## config.mk

```make
export PLATFORM = sky130hd
export DESIGN_NAME = programmable_timer_flat
export DESIGN_NICKNAME = d
export VERILOG_FILES = /design/src/rtl/programmable_timer_if.sv /design/src/rtl/programmable_timer.sv /design/src/flat_wrapper.sv
export SDC_FILE = /design/constraint.sdc
export NUM_CORES = 1
export LEC_CHECK = 0
export BUFFER_PORTS_ARGS = -buffer_cell sky130_fd_sc_hd__buf_4
export CORE_MARGIN = 10
export CORE_UTILIZATION = 35
export DETAILED_ROUTE_END_ITERATION = 8
export PLACE_DENSITY = 0.63
export SLEW_MARGIN = 5
export SYNTH_ARGS = -nofsm -noshare
export SYNTH_HDL_FRONTEND = slang
export SYNTH_SLANG_ARGS = --single-unit
```

## constraint.sdc

```tcl
create_clock -name Clk -period 3 [get_ports Clk]
set_input_delay 0.3 -clock Clk [delete_from_list [all_inputs] [get_ports Clk]]
set_output_delay 0.3 -clock Clk [all_outputs]
set_load 0.05 [all_outputs]
```

## src/rtl/programmable_timer_if.sv

```systemverilog
// Bus bundle for programmable_timer.
// The master side drives the control inputs; the slave side (the timer) drives the status outputs.
interface programmable_timer_if #(
   parameter int WIDTH = 8,
   parameter int PRE_W = 4
);
   logic             Load;
   logic [WIDTH-1:0] LoadVal;
   logic [PRE_W-1:0] Prescale;
   logic             Mode;
   logic             Pause;
   logic             Ack;
   logic [WIDTH-1:0] Count;
   logic             Busy;
   logic             Tick;
   logic             Done;

   modport master (
      output Load, LoadVal, Prescale, Mode, Pause, Ack,
      input  Count, Busy, Tick, Done
   );

   modport slave (
      input  Load, LoadVal, Prescale, Mode, Pause, Ack,
      output Count, Busy, Tick, Done
   );
endinterface

```

## src/rtl/programmable_timer.sv

```systemverilog
// Prescaled down-counter with one-shot or auto-reload modes, pause, and a sticky Done flag.
// Tick is a registered one-cycle pulse issued at each terminal count.
module programmable_timer #(
   parameter int WIDTH = 8,
   parameter int PRE_W = 4
) (
   input  logic               Clk,
   input  logic               Rst,
   programmable_timer_if.slave bus
);
   typedef enum logic [1:0] {IDLE, RUN, PAUSED, EXPIRED} state_t;

   state_t           state_q, state_d;
   logic [WIDTH-1:0] cnt_q, cnt_d, lval_q, lval_d;
   logic [PRE_W-1:0] pre_q, pre_d, lpre_q, lpre_d;
   logic             mode_q, mode_d;
   logic             tick_q, tick_d;
   logic             done_q, done_d;
   logic             zpend_q, zpend_d;

   always_ff @(posedge Clk or posedge Rst) begin
      if (Rst) begin
         state_q <= IDLE;
         cnt_q   <= '0;
         pre_q   <= '0;
         lval_q  <= '0;
         lpre_q  <= '0;
         mode_q  <= 1'b0;
         tick_q  <= 1'b0;
         done_q  <= 1'b0;
         zpend_q <= 1'b0;
      end else begin
         state_q <= state_d;
         cnt_q   <= cnt_d;
         pre_q   <= pre_d;
         lval_q  <= lval_d;
         lpre_q  <= lpre_d;
         mode_q  <= mode_d;
         tick_q  <= tick_d;
         done_q  <= done_d;
         zpend_q <= zpend_d;
      end
   end

   always_comb begin
      state_d = state_q;
      cnt_d   = cnt_q;
      pre_d   = pre_q;
      lval_d  = lval_q;
      lpre_d  = lpre_q;
      mode_d  = mode_q;
      tick_d  = 1'b0;
      done_d  = done_q & ~bus.Ack;
      zpend_d = 1'b0;
      if (bus.Load) begin
         cnt_d  = bus.LoadVal;
         pre_d  = '0;
         done_d = 1'b0;
         lval_d = bus.LoadVal;
         lpre_d = bus.Prescale;
         mode_d = bus.Mode;
         if (bus.LoadVal == '0) begin
            // Zero load expires immediately; its Tick/Done land one cycle later.
            state_d = EXPIRED;
            mode_d  = 1'b0;
            zpend_d = 1'b1;
         end else begin
            state_d = RUN;
         end
      end else begin
         case (state_q)
            RUN, PAUSED: begin
               if (bus.Pause) begin
                  state_d = PAUSED;
               end else begin
                  // Leaving PAUSED counts on the same edge so no cycle is lost.
                  state_d = RUN;
                  if (pre_q == lpre_q) begin
                     pre_d = '0;
                     if (cnt_q == WIDTH'(1)) begin
                        tick_d = 1'b1;
                        done_d = 1'b1;
                        if (mode_q) begin
                           cnt_d = lval_q;
                        end else begin
                           cnt_d   = '0;
                           state_d = EXPIRED;
                        end
                     end else begin
                        cnt_d = cnt_q - WIDTH'(1);
                     end
                  end else begin
                     pre_d = pre_q + PRE_W'(1);
                  end
               end
            end
            EXPIRED: begin
               if (zpend_q) begin
                  tick_d = 1'b1;
                  done_d = 1'b1;
               end
            end
            default: ;
         endcase
      end
   end

   assign bus.Count = cnt_q;
   assign bus.Busy  = (state_q == RUN) || (state_q == PAUSED);
   assign bus.Tick  = tick_q;
   assign bus.Done  = done_q;
endmodule

```

## src/flat_wrapper.sv

```systemverilog
// flat-port wrapper written by rule: the top's interface ports become plain ports
module programmable_timer_flat 
#(
   parameter int WIDTH = 8,
   parameter int PRE_W = 4
)
  (Clk, Rst, bus_Load, bus_LoadVal, bus_Prescale, bus_Mode, bus_Pause, bus_Ack, bus_Count, bus_Busy, bus_Tick, bus_Done);
  programmable_timer_if #(.WIDTH(WIDTH), .PRE_W(PRE_W)) bus_i ();
  input  logic Clk;
  input  logic Rst;
  input wire logic [$bits(bus_i.Load)-1:0] bus_Load;
  input wire logic [$bits(bus_i.LoadVal)-1:0] bus_LoadVal;
  input wire logic [$bits(bus_i.Prescale)-1:0] bus_Prescale;
  input wire logic [$bits(bus_i.Mode)-1:0] bus_Mode;
  input wire logic [$bits(bus_i.Pause)-1:0] bus_Pause;
  input wire logic [$bits(bus_i.Ack)-1:0] bus_Ack;
  output wire logic [$bits(bus_i.Count)-1:0] bus_Count;
  output wire logic [$bits(bus_i.Busy)-1:0] bus_Busy;
  output wire logic [$bits(bus_i.Tick)-1:0] bus_Tick;
  output wire logic [$bits(bus_i.Done)-1:0] bus_Done;
  assign bus_i.Load = bus_Load;
  assign bus_i.LoadVal = bus_LoadVal;
  assign bus_i.Prescale = bus_Prescale;
  assign bus_i.Mode = bus_Mode;
  assign bus_i.Pause = bus_Pause;
  assign bus_i.Ack = bus_Ack;
  assign bus_Count = bus_i.Count;
  assign bus_Busy = bus_i.Busy;
  assign bus_Tick = bus_i.Tick;
  assign bus_Done = bus_i.Done;
  programmable_timer #(.WIDTH(WIDTH), .PRE_W(PRE_W)) u_core (.Clk(Clk), .Rst(Rst), .bus(bus_i));
endmodule
```

==> run metrics, run 1 <==
outcome completed; CTS max path bufs 2; Period Utilization, post-route 69.9%; # hold bufs at CTS 0; Synth top area share 45.5%; fin nets 223; Ports 29; most frequent cells in the layout dfrtp_1, buf_4, nand2_1, inv_1, o21ai_0; grt ovf 0; ys async rst share 100%; Core Area 0.00447 mm²; data required time of the critical path 3.14 ns; setup bufs post-CTS 0; Post-synth EDFFs 0; Max Fclk 477 MHz; cell count after placement 245; WL/cell 16.8 µm; Remaining DRCs 0; Static Leakage 0.000885 µW; unrepaired setup endpoints after global routing no; # fillers 442; layout cell share with drive strength beyond 1 21.9%; clock root buffer master clkbuf_8; DRT antenna net count 0; final setup fails 0; DR iter-0 viols 127; post-CTS resize count 0; Synth Area per Inst 9.55 µm²; n_diodes 0; Reg power frac 35.8%; Post-Synthesis Cells 173; largest net degree at the start of global routing 37; clk_skew 0.00860 ns; fin cells 253; Main synth FF type dfrtp_1; Final HPWL DP 3010 µm; maximum fanout along the worst path 9; Slew @ Worst Pin 0.738 ns; Unique masters post-synth 44; Num CTS Buffers 5; final hold vios 0; initial antenna violation count 0; clock transition at the registers of the reported paths 0.07 ns; drt total wl 4250 µm; Die Ht 88.7 µm; Initial Utilization 36.9%; synthesized area 0.00165 mm²; crit start category flop; Yosys Warn Count 0; Comb power frac 37.5%; family with the most delay on the worst path simple AND/OR/NAND/NOR gates; commonest non-fill, non-tap cell in the layout dfrtp_1; max_slew headroom 50.3%; Buffers on Ports 28; Worst Path Arrival 2.24 ns; Worst Hold Class input port to async pin; vias in the first global route 1459; CTS sink cnt 30; die width 88.7 µm; crit end category flop; most area-hungry cell type in the Yosys netlist dfrtp_1; switch share 40.1%; worst-skew pair later-pin latency 0.28 ns; number of H-tree levels 2; sequential element share of the synthesized area 45.5%; peak supply drop 0.329 mV; max-slew violation count 0; pwr/cell area 753 mW/mm²; MaxCap Viol Count 0; CP cell instances or4_1 > o31a_1 > a221oi_2 > mux2i_1; top cells by area, synth dfrtp_1, nand2_1, ha_1, inv_1, mux2_2; num rows 24; clock power share 26.7%; Int Pwr 906 µW; GPL Wtd Cong 0.874; first-pass GRT wire length 7080 µm; full die area 0.00787 mm²; Psw 606 µW; Synth Register Bits 30; drt pass-1 iters 4; Largest stage delay, worst path 0.70 ns; GR Util All Layers 11.6%; Syn-to-layout area delta 21.6%; synthesized net count 196; DR vias/cell 5.60; CP Buf/Inv Count 0; CP max-delay cell or4_1; min Tclk post-route 2.10 ns; CTS tree built; CP Class flop to flop; setup tns final 0 ns; DR vias 1416
[worst min-delay path: stages]
cell,delay [ns]
buf_4,0.11
inv_1,0.04
buf_4,0.35
[through the flow]
stage / power (µW) / cell area (µm²) / utilization, % / hold slack, ns / setup slack (ns)
2_1_floorplan: 954 / 1650 / - / 0.391 / 0.861
3_3_place_gp: 1110 / 1900 / 42.4 / 0.409 / 0.961
3_5_place_dp: 1120 / 1900 / 42.4 / 0.413 / 0.912
4_1_cts: 1530 / 2010 / 44.9 / 0.0998 / 0.904
5_1_grt: 1620 / 2010 / 44.9 / 0.136 / 0.761
6_report: 1510 / 2010 / 44.9 / 0.0892 / 0.904
[flip-flops by register name, summed over array words and instances, names as in the netlist]
register          cells
u_core.state_q        2
u_core.zpend_q        1
u_core.bus.Done       1
u_core.mode_q         1
u_core.bus.Count      8
u_core.lval_q         8
u_core.bus.Tick       1
u_core.pre_q          4
u_core.lpre_q         4
[cells in the mapped netlist (2+ instances only)]
master,count
a21oi_1,4
a221oi_1,2
a32oi_1,3
clkbuf_1,8
dfrtp_1,30
ha_1,5
inv_1,15
mux2_2,5
mux2i_1,2
nand2_1,17
nand2b_1,7
nand3_1,4
nor2_1,6
nor2b_1,2
nor3_1,8
nor4_1,6
o211ai_1,2
o21ai_0,11
o311ai_0,4
o31ai_1,2
o32ai_1,2
xnor2_1,5
xor2_1,2
[kinds of logic (layout without fill, tap and decap cells)]
group | Yosys count | in the layout | share of synthesized area (%)
multiplexers | 7 | 7 | 4.62
flip-flops | 30 | 30 | 45.5
AO/OA/AOI/OAI | 43 | 43 | 18.9
adder cells (fa/ha/maj) | 5 | 5 | 3.79
buffers and inverters | 24 | 52 | 5.53
XOR/XNOR | 7 | 7 | 3.71
AND/OR/NAND/NOR | 57 | 57 | 18.0
[power by group through the flow]
stage / clock network, µW / logic [µW] / registers, µW
floorplan: 0 / 338 / 616
global placement: 0 / 562 / 546
detailed placement: 0 / 567 / 548
CTS: 415 / 570 / 541
global route: 437 / 625 / 556
finish: 404 / 567 / 542
[per-layer routing]
layer  vias up  GRT usage, %  wire, µm
met3         6          4.60       379
met4         0          6.61        82
met2        60          16.8      1940
li1        691             -         -
met1       659          14.4      1850
met5         -             0         0
[layout make-up]
| type | instances | area, µm² | share of cell area, % |
|---|---|---|---|
| clock inverter | 3 | 40.0 | 1.99 |
| timing repair buffer | 29 | 218 | 10.8 |
| multi-input combinational | 119 | 810 | 40.3 |
| clock buffer | 5 | 68.8 | 3.43 |
| sequential | 30 | 751 | 37.4 |
| inverter | 15 | 56.3 | 2.80 |
| tap | 52 | 65.1 | 3.24 |
[final timing paths]
| path | from | endpoint | slack (ns) | cells after the start |
|---|---|---|---|---|
| setup / recovery | u_core.bus.Count[4] | u_core.bus.Count[1] | 0.90 | 4 |
| hold / removal | Rst | u_core.bus.Tick | 0.09 | 3 |
| setup reg to reg | u_core.bus.Count[4] | u_core.bus.Count[1] | 0.90 | 4 |
| hold reg to reg | u_core.lval_q[2] | u_core.lval_q[2] | 0.47 | 2 |
| max in group asynchronous | Rst | u_core.lval_q[6] | 2.61 | 3 |
| min in group Clk | bus_LoadVal[0] | u_core.lval_q[0] | 0.24 | 3 |
Note: power is estimated with default switching activity, not from simulation.
==> run 2: changes to the inputs <==
Clock period 3 ns to 2.2 ns, I/O delays scaled along.
==> run metrics, run 2 (synthesis results as in run 1) <==
Core Area 0.00447 mm² (unchanged); cells on worst reg2reg path 4 (unchanged); register area 751 µm² (unchanged); most frequent cells in the layout buf_4, dfrtp_1, nand2_1, inv_1, o21ai_0; setup tns final 0 ns (unchanged); number of H-tree levels 2 (unchanged); worst-skew pair later-pin latency 0.28 ns (about the same); Syn-to-layout area delta 24.2%; WL/cell 15.9 µm (-5.1%); routed wl met3 277 µm (-27%); peak supply drop 0.399 mV (+21%); largest net degree at the start of global routing 31 (-16%); max-slew violation count 0 (unchanged); Num CTS Buffers 5 (unchanged); data required time of the critical path 2.33 ns (-0.81 ns); initial antenna violation count 0 (unchanged); final setup fails 0 (unchanged); grt ovf 0 (unchanged); DRT antenna net count 0 (unchanged); vias in the first global route 1334 (-8.6%); n_diodes 0 (unchanged); Multi-input gate area 810 µm² (unchanged); reg2reg setup slack 0.20 ns (-0.70 ns); DR iter-0 viols 123 (-3.1%); CTS max path bufs 2 (unchanged); pwr/cell area 993 mW/mm² (+32%); CTS sink cnt 30 (unchanged); RR Startpoint u_core.bus.Count[5]; Initial Utilization 36.9% (unchanged); commonest non-fill, non-tap cell in the layout buf_4; GR Util All Layers 10.9% (-0.76 points); Die Ht 88.7 µm (unchanged); post-CTS resize count 0 (unchanged); drt total wl 4160 µm (-2.1%); setup bufs post-CTS 0 (unchanged); outcome completed; layout cell share with drive strength beyond 1 24.4% (+2.5 points); num rows 24 (unchanged); Period Utilization, post-route 90.7% (+21 points); DR vias/cell 5.58 (-0.26%); Metal-1 WL 1970 µm (+7.0%); GPL Wtd Cong 0.900 (+3.0%); RR Endpoint u_core.bus.Count[1]; final hold vios 0 (unchanged); min Tclk post-route 2.00 ns (-0.100 ns); Max Fclk 501 MHz (+5.0%); fin nets 231 (+3.6%); first-pass GRT wire length 6670 µm (-5.7%); CP Class flop to flop; post-route core utilization 45.8% (+0.95 points); top sig layer met4; # fillers 428 (-3.2%); die width 88.7 µm (unchanged); Final HPWL DP 3050 µm (+1.5%); DR vias 1457 (+2.9%); Ports 29 (unchanged); Slew @ Worst Pin 0.757 ns (+0.0185 ns); max_slew headroom 49.5% (-0.78 points); clock root buffer master clkbuf_8; Worst Path Arrival 2.13 ns (-0.11 ns); crit start category flop; # hold bufs at CTS 0 (unchanged); clk_skew 0.00989 ns (+0.00130 ns); unrepaired setup endpoints after global routing no; full die area 0.00787 mm² (unchanged); Static Leakage 0.000915 µW (+3.4%); MaxCap Viol Count 0 (unchanged); drt pass-1 iters 4 (unchanged); DR WL met2 1830 µm (-5.5%); crit end category flop; Worst Hold Class input port to async pin; maximum fanout along the worst path 6 (-3); clock transition at the registers of the reported paths 0.07 ns (about the same); CTS tree built; Buffers on Ports 28 (unchanged); Remaining DRCs 0 (unchanged)
[run 2: worst max-delay path by stage]
stage | to | startpoint | slack (ns) | cells after the start
3_3_place_gp | u_core.bus.Count[1] | u_core.bus.Count[3] | 0.25 | 4
4_1_cts | u_core.bus.Count[1] | u_core.bus.Count[5] | 0.23 | 4
5_1_grt | u_core.bus.Count[1] | u_core.bus.Count[5] | 0.15 | 4
2_1_floorplan | u_core.bus.Count[1] | u_core.bus.Count[4] | 0.06 | 5
6_report | u_core.bus.Count[1] | u_core.bus.Count[5] | 0.20 | 4
3_5_place_dp | u_core.bus.Count[1] | u_core.bus.Count[3] | 0.26 | 4
[run 2: routing by layer]
metal	GRT usage (%)	vias up
met5	0	-
met4	4.41	0
met3	3.13	7
met2	15.8	50
met1	14.7	693
li1	-	707
[run 2: where the power goes]
group / switching, µW / internal [µW] / total, µW
clock: 208 / 252 / 460
sequential: 77.1 / 634 / 712
combinational: 540 / 325 / 864
total: 825 / 1210 / 2040
[run 2: area by class of cell]
| type | instances | share of cell area [%] |
|---|---|---|
| multi-input combinational | 119 | 39.5 |
| inverter | 15 | 2.75 |
| clock buffer | 7 | 4.21 |
| sequential | 30 | 36.6 |
| timing repair buffer | 37 | 13.5 |
| tap | 52 | 3.17 |
| clock inverter | 1 | 0.244 |
[run 2: through the flow]
| step | std cells | power, µW | area [µm²] | setup slack (ns) | hold slack (ns) |
|---|---|---|---|---|---|
| after floorplan | 173 | 1300 | 1650 | 0.0609 | 0.311 |
| after global placement | 253 | 1580 | 1960 | 0.254 | 0.329 |
| after detailed placement | 253 | 1580 | 1960 | 0.256 | 0.331 |
| after CTS | 261 | 2040 | 2050 | 0.229 | 0.0290 |
| after global routing | 261 | 2170 | 2050 | 0.150 | 0.0432 |
| final | 261 | 2040 | 2050 | 0.204 | 0.0159 |
[run 2: critical path: stages (launching register included)]
cell and delay, ns:
dfrtp_1 0.44, or4_1 0.61, o31a_1 0.41, a221oi_2 0.29, mux2i_1 0.09
